<file path="config.mk">
export PLATFORM = sky130hd
export DESIGN_NAME = freq_meter
export DESIGN_NICKNAME = d
export VERILOG_FILES = /design/src/rtl/freq_meter_pkg.sv /design/src/rtl/freq_meter_chk.sv /design/src/rtl/freq_meter_edge_sync.sv /design/src/rtl/freq_meter.sv
export SDC_FILE = /design/constraint.sdc
export NUM_CORES = 1
export LEC_CHECK = 0
export CAP_MARGIN = 20
export CORE_MARGIN = 2
export CORE_UTILIZATION = 60
export CTS_BUF_LIST = sky130_fd_sc_hd__clkbuf_4
export DETAILED_ROUTE_END_ITERATION = 7
export DONT_BUFFER_PORTS = 1
export GPL_ROUTABILITY_DRIVEN = 0
export GPL_TIMING_DRIVEN = 0
export HOLD_SLACK_MARGIN = 0.15
export MAX_ROUTING_LAYER = met4
export PLACE_DENSITY = 0.83
export SETUP_SLACK_MARGIN = 0.4
export SLEW_MARGIN = 20
export SYNTH_ARGS = -nofsm -noshare
export SYNTH_HDL_FRONTEND = slang
export SYNTH_SLANG_ARGS = --single-unit
export TNS_END_PERCENT = 1
</file>
<file path="constraint.sdc">
create_clock -name i_clk -period 3.4 [get_ports i_clk]
set_clock_uncertainty 0.05 [all_clocks]
set_input_delay 0.17 -clock i_clk [delete_from_list [all_inputs] [get_ports i_clk]]
set_output_delay 0.17 -clock i_clk [all_outputs]
set_load 0.01 [all_outputs]
</file>
<file path="src/rtl/freq_meter_pkg.sv">
// Shared types and board constants for the edge-counting frequency meter.
package freq_meter_pkg;

    typedef enum logic {
        IDLE    = 1'b0,
        MEASURE = 1'b1
    } fm_state_t;

    localparam int CLK_HZ       = 50_000_000;
    localparam int DEFAULT_GATE = CLK_HZ;

endpackage

</file>
<file path="src/rtl/freq_meter_chk.sv">
// Elaboration-time parameter sanity checks for freq_meter.
module freq_meter_chk #(
    parameter int GATE_CYCLES = 100,
    parameter int GATE_WIDTH  = 7,
    parameter int CNT_WIDTH   = 8
) ();

    // The gate counter must be able to reach GATE_CYCLES-1, and a window needs two cycles.
    if ((64'(GATE_CYCLES) > (64'd1 << GATE_WIDTH)) || (GATE_CYCLES < 2)) begin : g_bad_gate
        $error("freq_meter: GATE_CYCLES=%0d invalid for GATE_WIDTH=%0d", GATE_CYCLES, GATE_WIDTH);
    end

    if (CNT_WIDTH < 1) begin : g_bad_cnt
        $error("freq_meter: CNT_WIDTH must be at least 1");
    end

endmodule

</file>
<file path="src/rtl/freq_meter_edge_sync.sv">
// Brings the asynchronous input into the clock domain and emits a one-cycle
// registered pulse on each synchronized rising edge.
module edge_sync (
    input  logic i_clk,
    input  logic i_reset_n,
    input  logic i_sig,
    output logic o_edge
);

    logic sync1_r;
    logic sync2_r;
    logic prev_r;
    logic edge_r;
    logic edge_s;

    assign edge_s = sync2_r & ~prev_r;

    // Synchronizer, history flop and registered edge pulse; only reset clears them.
    always_ff @(posedge i_clk or negedge i_reset_n) begin
        if (!i_reset_n) begin
            sync1_r <= 1'b0;
            sync2_r <= 1'b0;
            prev_r  <= 1'b0;
            edge_r  <= 1'b0;
        end else begin
            sync1_r <= i_sig;
            sync2_r <= sync1_r;
            prev_r  <= sync2_r;
            edge_r  <= edge_s;
        end
    end

    assign o_edge = edge_r;

endmodule

</file>
<file path="src/rtl/freq_meter.sv">
// Counts synchronized rising edges of i_sig over back-to-back gate windows of
// GATE_CYCLES clocks and publishes the saturated count once per window.
module freq_meter
    import freq_meter_pkg::*;
#(
    parameter int GATE_CYCLES = DEFAULT_GATE,
    parameter int GATE_WIDTH  = 26,
    parameter int CNT_WIDTH   = 24
) (
    input  logic                 i_clk,
    input  logic                 i_reset_n,
    input  logic                 i_sig,
    input  logic                 i_enable,
    output logic [CNT_WIDTH-1:0] o_freq,
    output logic                 o_valid,
    output logic                 o_overflow,
    output logic                 o_busy
);

    localparam logic [GATE_WIDTH-1:0] GATE_LAST = GATE_WIDTH'(GATE_CYCLES - 1);
    localparam logic [GATE_WIDTH-1:0] GATE_ZERO = {GATE_WIDTH{1'b0}};
    localparam logic [CNT_WIDTH-1:0]  CNT_ZERO  = {CNT_WIDTH{1'b0}};
    localparam logic [CNT_WIDTH-1:0]  CNT_MAX   = {CNT_WIDTH{1'b1}};

    // Returns {increment attempted at max, saturated next count}.
    function automatic logic [CNT_WIDTH:0] sat_inc(input logic [CNT_WIDTH-1:0] cnt,
                                                   input logic                 inc);
        logic [CNT_WIDTH:0] res;
        if (!inc) begin
            res = {1'b0, cnt};
        end else if (cnt == CNT_MAX) begin
            res = {1'b1, cnt};
        end else begin
            res = {1'b0, cnt + CNT_WIDTH'(1)};
        end
        return res;
    endfunction

    fm_state_t              state_r;
    fm_state_t              state_s;
    logic [GATE_WIDTH-1:0]  gate_cnt_r;
    logic [GATE_WIDTH-1:0]  gate_cnt_s;
    logic [CNT_WIDTH-1:0]   edge_cnt_r;
    logic [CNT_WIDTH-1:0]   edge_cnt_s;
    logic                   sat_r;
    logic                   sat_s;
    logic [CNT_WIDTH-1:0]   freq_r;
    logic [CNT_WIDTH-1:0]   freq_s;
    logic                   valid_r;
    logic                   valid_s;
    logic                   overflow_r;
    logic                   overflow_s;
    logic                   busy_r;
    logic                   edge_s;
    logic [CNT_WIDTH:0]     inc_s;
    logic [CNT_WIDTH-1:0]   inc_cnt_s;
    logic                   inc_hit_s;

    freq_meter_chk #(
        .GATE_CYCLES (GATE_CYCLES),
        .GATE_WIDTH  (GATE_WIDTH),
        .CNT_WIDTH   (CNT_WIDTH)
    ) u_chk ();

    edge_sync u_edge_sync (
        .i_clk     (i_clk),
        .i_reset_n (i_reset_n),
        .i_sig     (i_sig),
        .o_edge    (edge_s)
    );

    assign inc_s     = sat_inc(edge_cnt_r, edge_s);
    assign inc_cnt_s = inc_s[CNT_WIDTH-1:0];
    assign inc_hit_s = inc_s[CNT_WIDTH];

    // FSM state register.
    always_ff @(posedge i_clk or negedge i_reset_n) begin
        if (!i_reset_n) begin
            state_r <= IDLE;
        end else begin
            state_r <= state_s;
        end
    end

    // Next state, window counters and result publication.
    always_comb begin
        state_s    = state_r;
        gate_cnt_s = gate_cnt_r;
        edge_cnt_s = edge_cnt_r;
        sat_s      = sat_r;
        freq_s     = freq_r;
        overflow_s = overflow_r;
        valid_s    = 1'b0;
        case (state_r)
            IDLE: begin
                if (i_enable) begin
                    state_s    = MEASURE;
                    gate_cnt_s = GATE_ZERO;
                    edge_cnt_s = CNT_ZERO;
                    sat_s      = 1'b0;
                end else begin
                    state_s    = IDLE;
                end
            end
            MEASURE: begin
                if (gate_cnt_r == GATE_LAST) begin
                    // The final cycle's edge still belongs to this window.
                    freq_s     = inc_cnt_s;
                    overflow_s = sat_r | inc_hit_s;
                    valid_s    = 1'b1;
                    gate_cnt_s = GATE_ZERO;
                    edge_cnt_s = CNT_ZERO;
                    sat_s      = 1'b0;
                    if (i_enable) begin
                        state_s = MEASURE;
                    end else begin
                        state_s = IDLE;
                    end
                end else if (!i_enable) begin
                    state_s = IDLE;
                end else begin
                    gate_cnt_s = gate_cnt_r + GATE_WIDTH'(1);
                    edge_cnt_s = inc_cnt_s;
                    sat_s      = sat_r | inc_hit_s;
                end
            end
            default: begin
                state_s = IDLE;
            end
        endcase
    end

    // Datapath and output registers.
    always_ff @(posedge i_clk or negedge i_reset_n) begin
        if (!i_reset_n) begin
            gate_cnt_r <= GATE_ZERO;
            edge_cnt_r <= CNT_ZERO;
            sat_r      <= 1'b0;
            freq_r     <= CNT_ZERO;
            valid_r    <= 1'b0;
            overflow_r <= 1'b0;
            busy_r     <= 1'b0;
        end else begin
            gate_cnt_r <= gate_cnt_s;
            edge_cnt_r <= edge_cnt_s;
            sat_r      <= sat_s;
            freq_r     <= freq_s;
            valid_r    <= valid_s;
            overflow_r <= overflow_s;
            busy_r     <= (state_s == MEASURE);
        end
    end

    assign o_freq     = freq_r;
    assign o_valid    = valid_r;
    assign o_overflow = overflow_r;
    assign o_busy     = busy_r;

endmodule

</file>
==> impl_metrics.ini <==
[pwr]
p_int_mw = 1.35
reg_power_share_pct = 56.3
switching_power_mw = 0.495
ir_drop_mv = 0.282
power.density_nw_per_um2 = 379
clock_power_share_pct = 36.8
p_comb_share_pct = 6.9
switching_power_as_a_share_of_total_power_pct = 26.9
power.leakage_nw = 1.92

[finish]
final_nets = 537
layout-drive-gt1-share_pct = 5.04
final_area_um2 = 4850
fillCellCount = 604
num_antenna_cells = 0
finalCoreUtilization_pct = 66.9
syn_to_final_growth_pct = 7.76

[cts]
tritoncts = done
clock_insertion_delay_worst_skew_ns = 0.46
sink_count = 82
clock_path_buffers = 2
cts-root-buf = sky130_fd_sc_hd__clkbuf_4
h-tree-depth = 3
clkSlewWorstSetupHoldPaths_ns = 0.16
cts_made_buffers = 9

[logic_synthesis]
post_synth_and_or_nand_nor_area_fraction_pct = 26.0
post_synth_main_area_contributors = sky130_fd_sc_hd__dfrtp_1, sky130_fd_sc_hd__o21ai_0, sky130_fd_sc_hd__nand2_1
syn_area_per_cell_um2 = 8.72
yosysSeqAreaShare_pct = 45.6
postSynthCellCount = 516
synth-main-ff-cell = sky130_fd_sc_hd__dfrtp_1
synth.top_cells.by_count = sky130_fd_sc_hd__dfrtp_1, sky130_fd_sc_hd__nand2_1, sky130_fd_sc_hd__o21ai_0
synthAdderAreaFrac_pct = 0.556
yosysTopAreaCell = sky130_fd_sc_hd__dfrtp_1
asyncSetResetFlopFracSynth_pct = 100
synth_cell_types = 50
post_synthesis_sequential_element_count = 82
synth_enable_flop_cells = 0
synthXorXnorAreaFrac_pct = 3.89
yosysWarnings = 0
syn_area_um2 = 4500
complex_gate_fraction_of_the_synthesized_area_pct = 19.3
combinational_family_with_the_most_area_after_synthesis = simple AND/OR/NAND/NOR gates
synthesis.nets = 522
synth.mux.area_fraction_pct = 0.667
netlist.area_leader.share_pct = 45.6
post-synth-top-count-cell = sky130_fd_sc_hd__dfrtp_1

[min_path]
worst_hold_startpoint = i_sig
whs_endpoint = u_edge_sync.sync1_r
min_path_cells = 1
holdCritPathClass = in -> reg

[timing]
final.setup.worst_slack_ns = 0.489
worst_pin_slew_ns = 1.01
period_needed_ns = 2.91
grt_setup_unrepaired = yes
setup_tns_ns = 0
min_period_over_period_pct = 85.6
hold_violations = 0
maximum_clock_frequency_mhz = 344
remaining_max_slew_budget_at_the_tightest_pin_pct = 32.0
report.final.setup_viol = 0
finalMaxSlewViolations = 0
fin_hold_ws_ns = 0.197

[floorplanning]
die_height_um = 90.6
starting_density_of_the_core_pct = 62.0
cell_row_count = 31
core_area_um2 = 7250
die_span_x_um = 90.6
dieArea_um2 = 8210
num_io_pins = 31

[global_route]
grt_antenna_before_repair = 0
grt_max_degree = 83
globalRouteOverflowTotal = 0
grt_first_pass_wirelength_um = 19500
first_global_vias = 3878
groute.usage.overall_pct = 30.8

[setup_path]
crit_arrival_ns = 3.24
worstPathRequired_ns = 3.73
count_of_buffer_and_inverter_cells_on_the_critical_path = 4
worst_path_largest_cell_delay_ns = 0.49
setup.reg_to_reg.worst_slack_ns = 0.49
cpMaxStageDelayCell = sky130_fd_sc_hd__clkbuf_1
nature_of_the_critical_path_startpoint = flop
cp_cell_sequence = clkbuf_1, and2_1, clkbuf_1, o21a_1, clkbuf_1, clkbuf_1, o21ai_0, a2bb2oi_1
timing.setup.critical_path_class = reg -> reg
critical_path.most_common_cell = sky130_fd_sc_hd__clkbuf_1
kind_of_cell_adding_the_most_delay_to_the_critical_path = buffers and inverters
depth_of_the_worst_register_to_register_path = 8
r2r_end = edge_cnt_r[19]
cp_max_fo = 10
timing.critical_path.to_type = flop
regToRegStartpoint = o_busy

[drt]
postRouteWirelength_um = 11800
route.vias.total = 4306
first_pass_detailed_route_iteration_total = 5
wire_per_inst_um = 18.6
post_drt_via_cell_ratio = 6.78
first_iteration_detailed_routing_drc_count = 612
remaining_drc_errors = 0
detail-route-antenna-nets = 0

[flow_run]
maxCapViolCount = 0

[placement]
buffer_ports.inserted = 0
place_hpwl_um = 7980
total_placed_instance_area_um2 = 4620
placement.setup.worst_slack_ns = 0.572

[run_status]
run_status = completed
-- power groups by stage --
stage | combinational [mW] | clock [mW] | sequential (mW)
floorplan | 0.0731 | 0 | 1.04
global placement | 0.0954 | 0 | 1.05
detailed placement | 0.0988 | 0 | 1.05
CTS | 0.127 | 0.683 | 1.03
global route | 0.143 | 0.716 | 1.04
finish | 0.128 | 0.677 | 1.04
-- sequential cells by signal (all words and copies together), names as in the netlist --
name / cells
u_edge_sync.prev_r: 1
u_edge_sync.o_edge: 1
gate_cnt_r: 26
o_valid: 1
u_edge_sync.sync2_r: 1
o_freq: 24
u_edge_sync.sync1_r: 1
o_busy: 1
edge_cnt_r: 24
sat_r: 1
o_overflow: 1
-- metrics by stage --
stage / power [mW] / std cells
2_1_floorplan: 1.12 / 516
3_3_place_gp: 1.15 / 615
3_5_place_dp: 1.15 / 615
4_1_cts: 1.84 / 635
5_1_grt: 1.90 / 635
6_report: 1.84 / 635
-- cell type report --
cell class                      instances  area [um2]  share of cell area (%)
Sequential cell                        82        2050                    42.3
Buffer                                 34         139                    2.86
Timing Repair Buffer                    4        57.6                    1.19
Tap cell                               99         124                    2.55
Inverter                               11        41.3                   0.851
Clock inverter                          7        98.8                    2.04
Multi-Input combinational cell        389        2270                    46.8
Clock buffer                            9        67.6                    1.39
-- cells by family after synthesis --
group,Yosys count
simple gates,218
xor+xnor,20
fa+ha+maj,2
compound gates,146
buf+inv,45
mux,3
flops,82
-- placed cells by master, fill, tap and decap left out, drive strengths merged, types with 8 or more instances in the layout --
cell    netlist  routed
xnor2        19      19
o211ai       11      11
or4          21      21
nand2        64      64
clkbuf       31      40
nor4         12      12
and3          8       8
nor2         22      22
o21ai        57      57
a31oi        17      17
nand3        32      32
nand4        19      19
a21oi        33      33
nor3         11      11
dfrtp        82      82
inv          11      14
-- worst max path at each step --
stage,to,cells after the start,startpoint,slack [ns]
3_5_place_dp,edge_cnt_r[5],7,gate_cnt_r[0],0.57
6_report,edge_cnt_r[19],8,o_busy,0.49
2_1_floorplan,o_freq[11],7,o_busy,0.91
5_1_grt,gate_cnt_r[3],6,gate_cnt_r[0],0.35
3_3_place_gp,edge_cnt_r[5],7,gate_cnt_r[0],0.60
4_1_cts,edge_cnt_r[5],7,gate_cnt_r[0],0.53
-- timing repair --
| action | CTS | global route |
|---|---|---|
| gates resized for setup | 0 | 2 |
| setup endpoints to repair | 0 | 12 |
| hold endpoints to repair | 92 | 0 |
| setup buffers | 0 | 0 |
| hold buffers | 4 | 0 |
-- layer usage --
metal | GRT usage, % | up-vias | wire length (um)
met2 | 44.7 | 263 | 5280
met1 | 43.1 | 2047 | 4980
met5 | - | - | 0
li1 | - | 1953 | -
met3 | 7.35 | 43 | 1240
met4 | 9.62 | 0 | 288
Note: power is estimated with default switching activity, not from simulation.
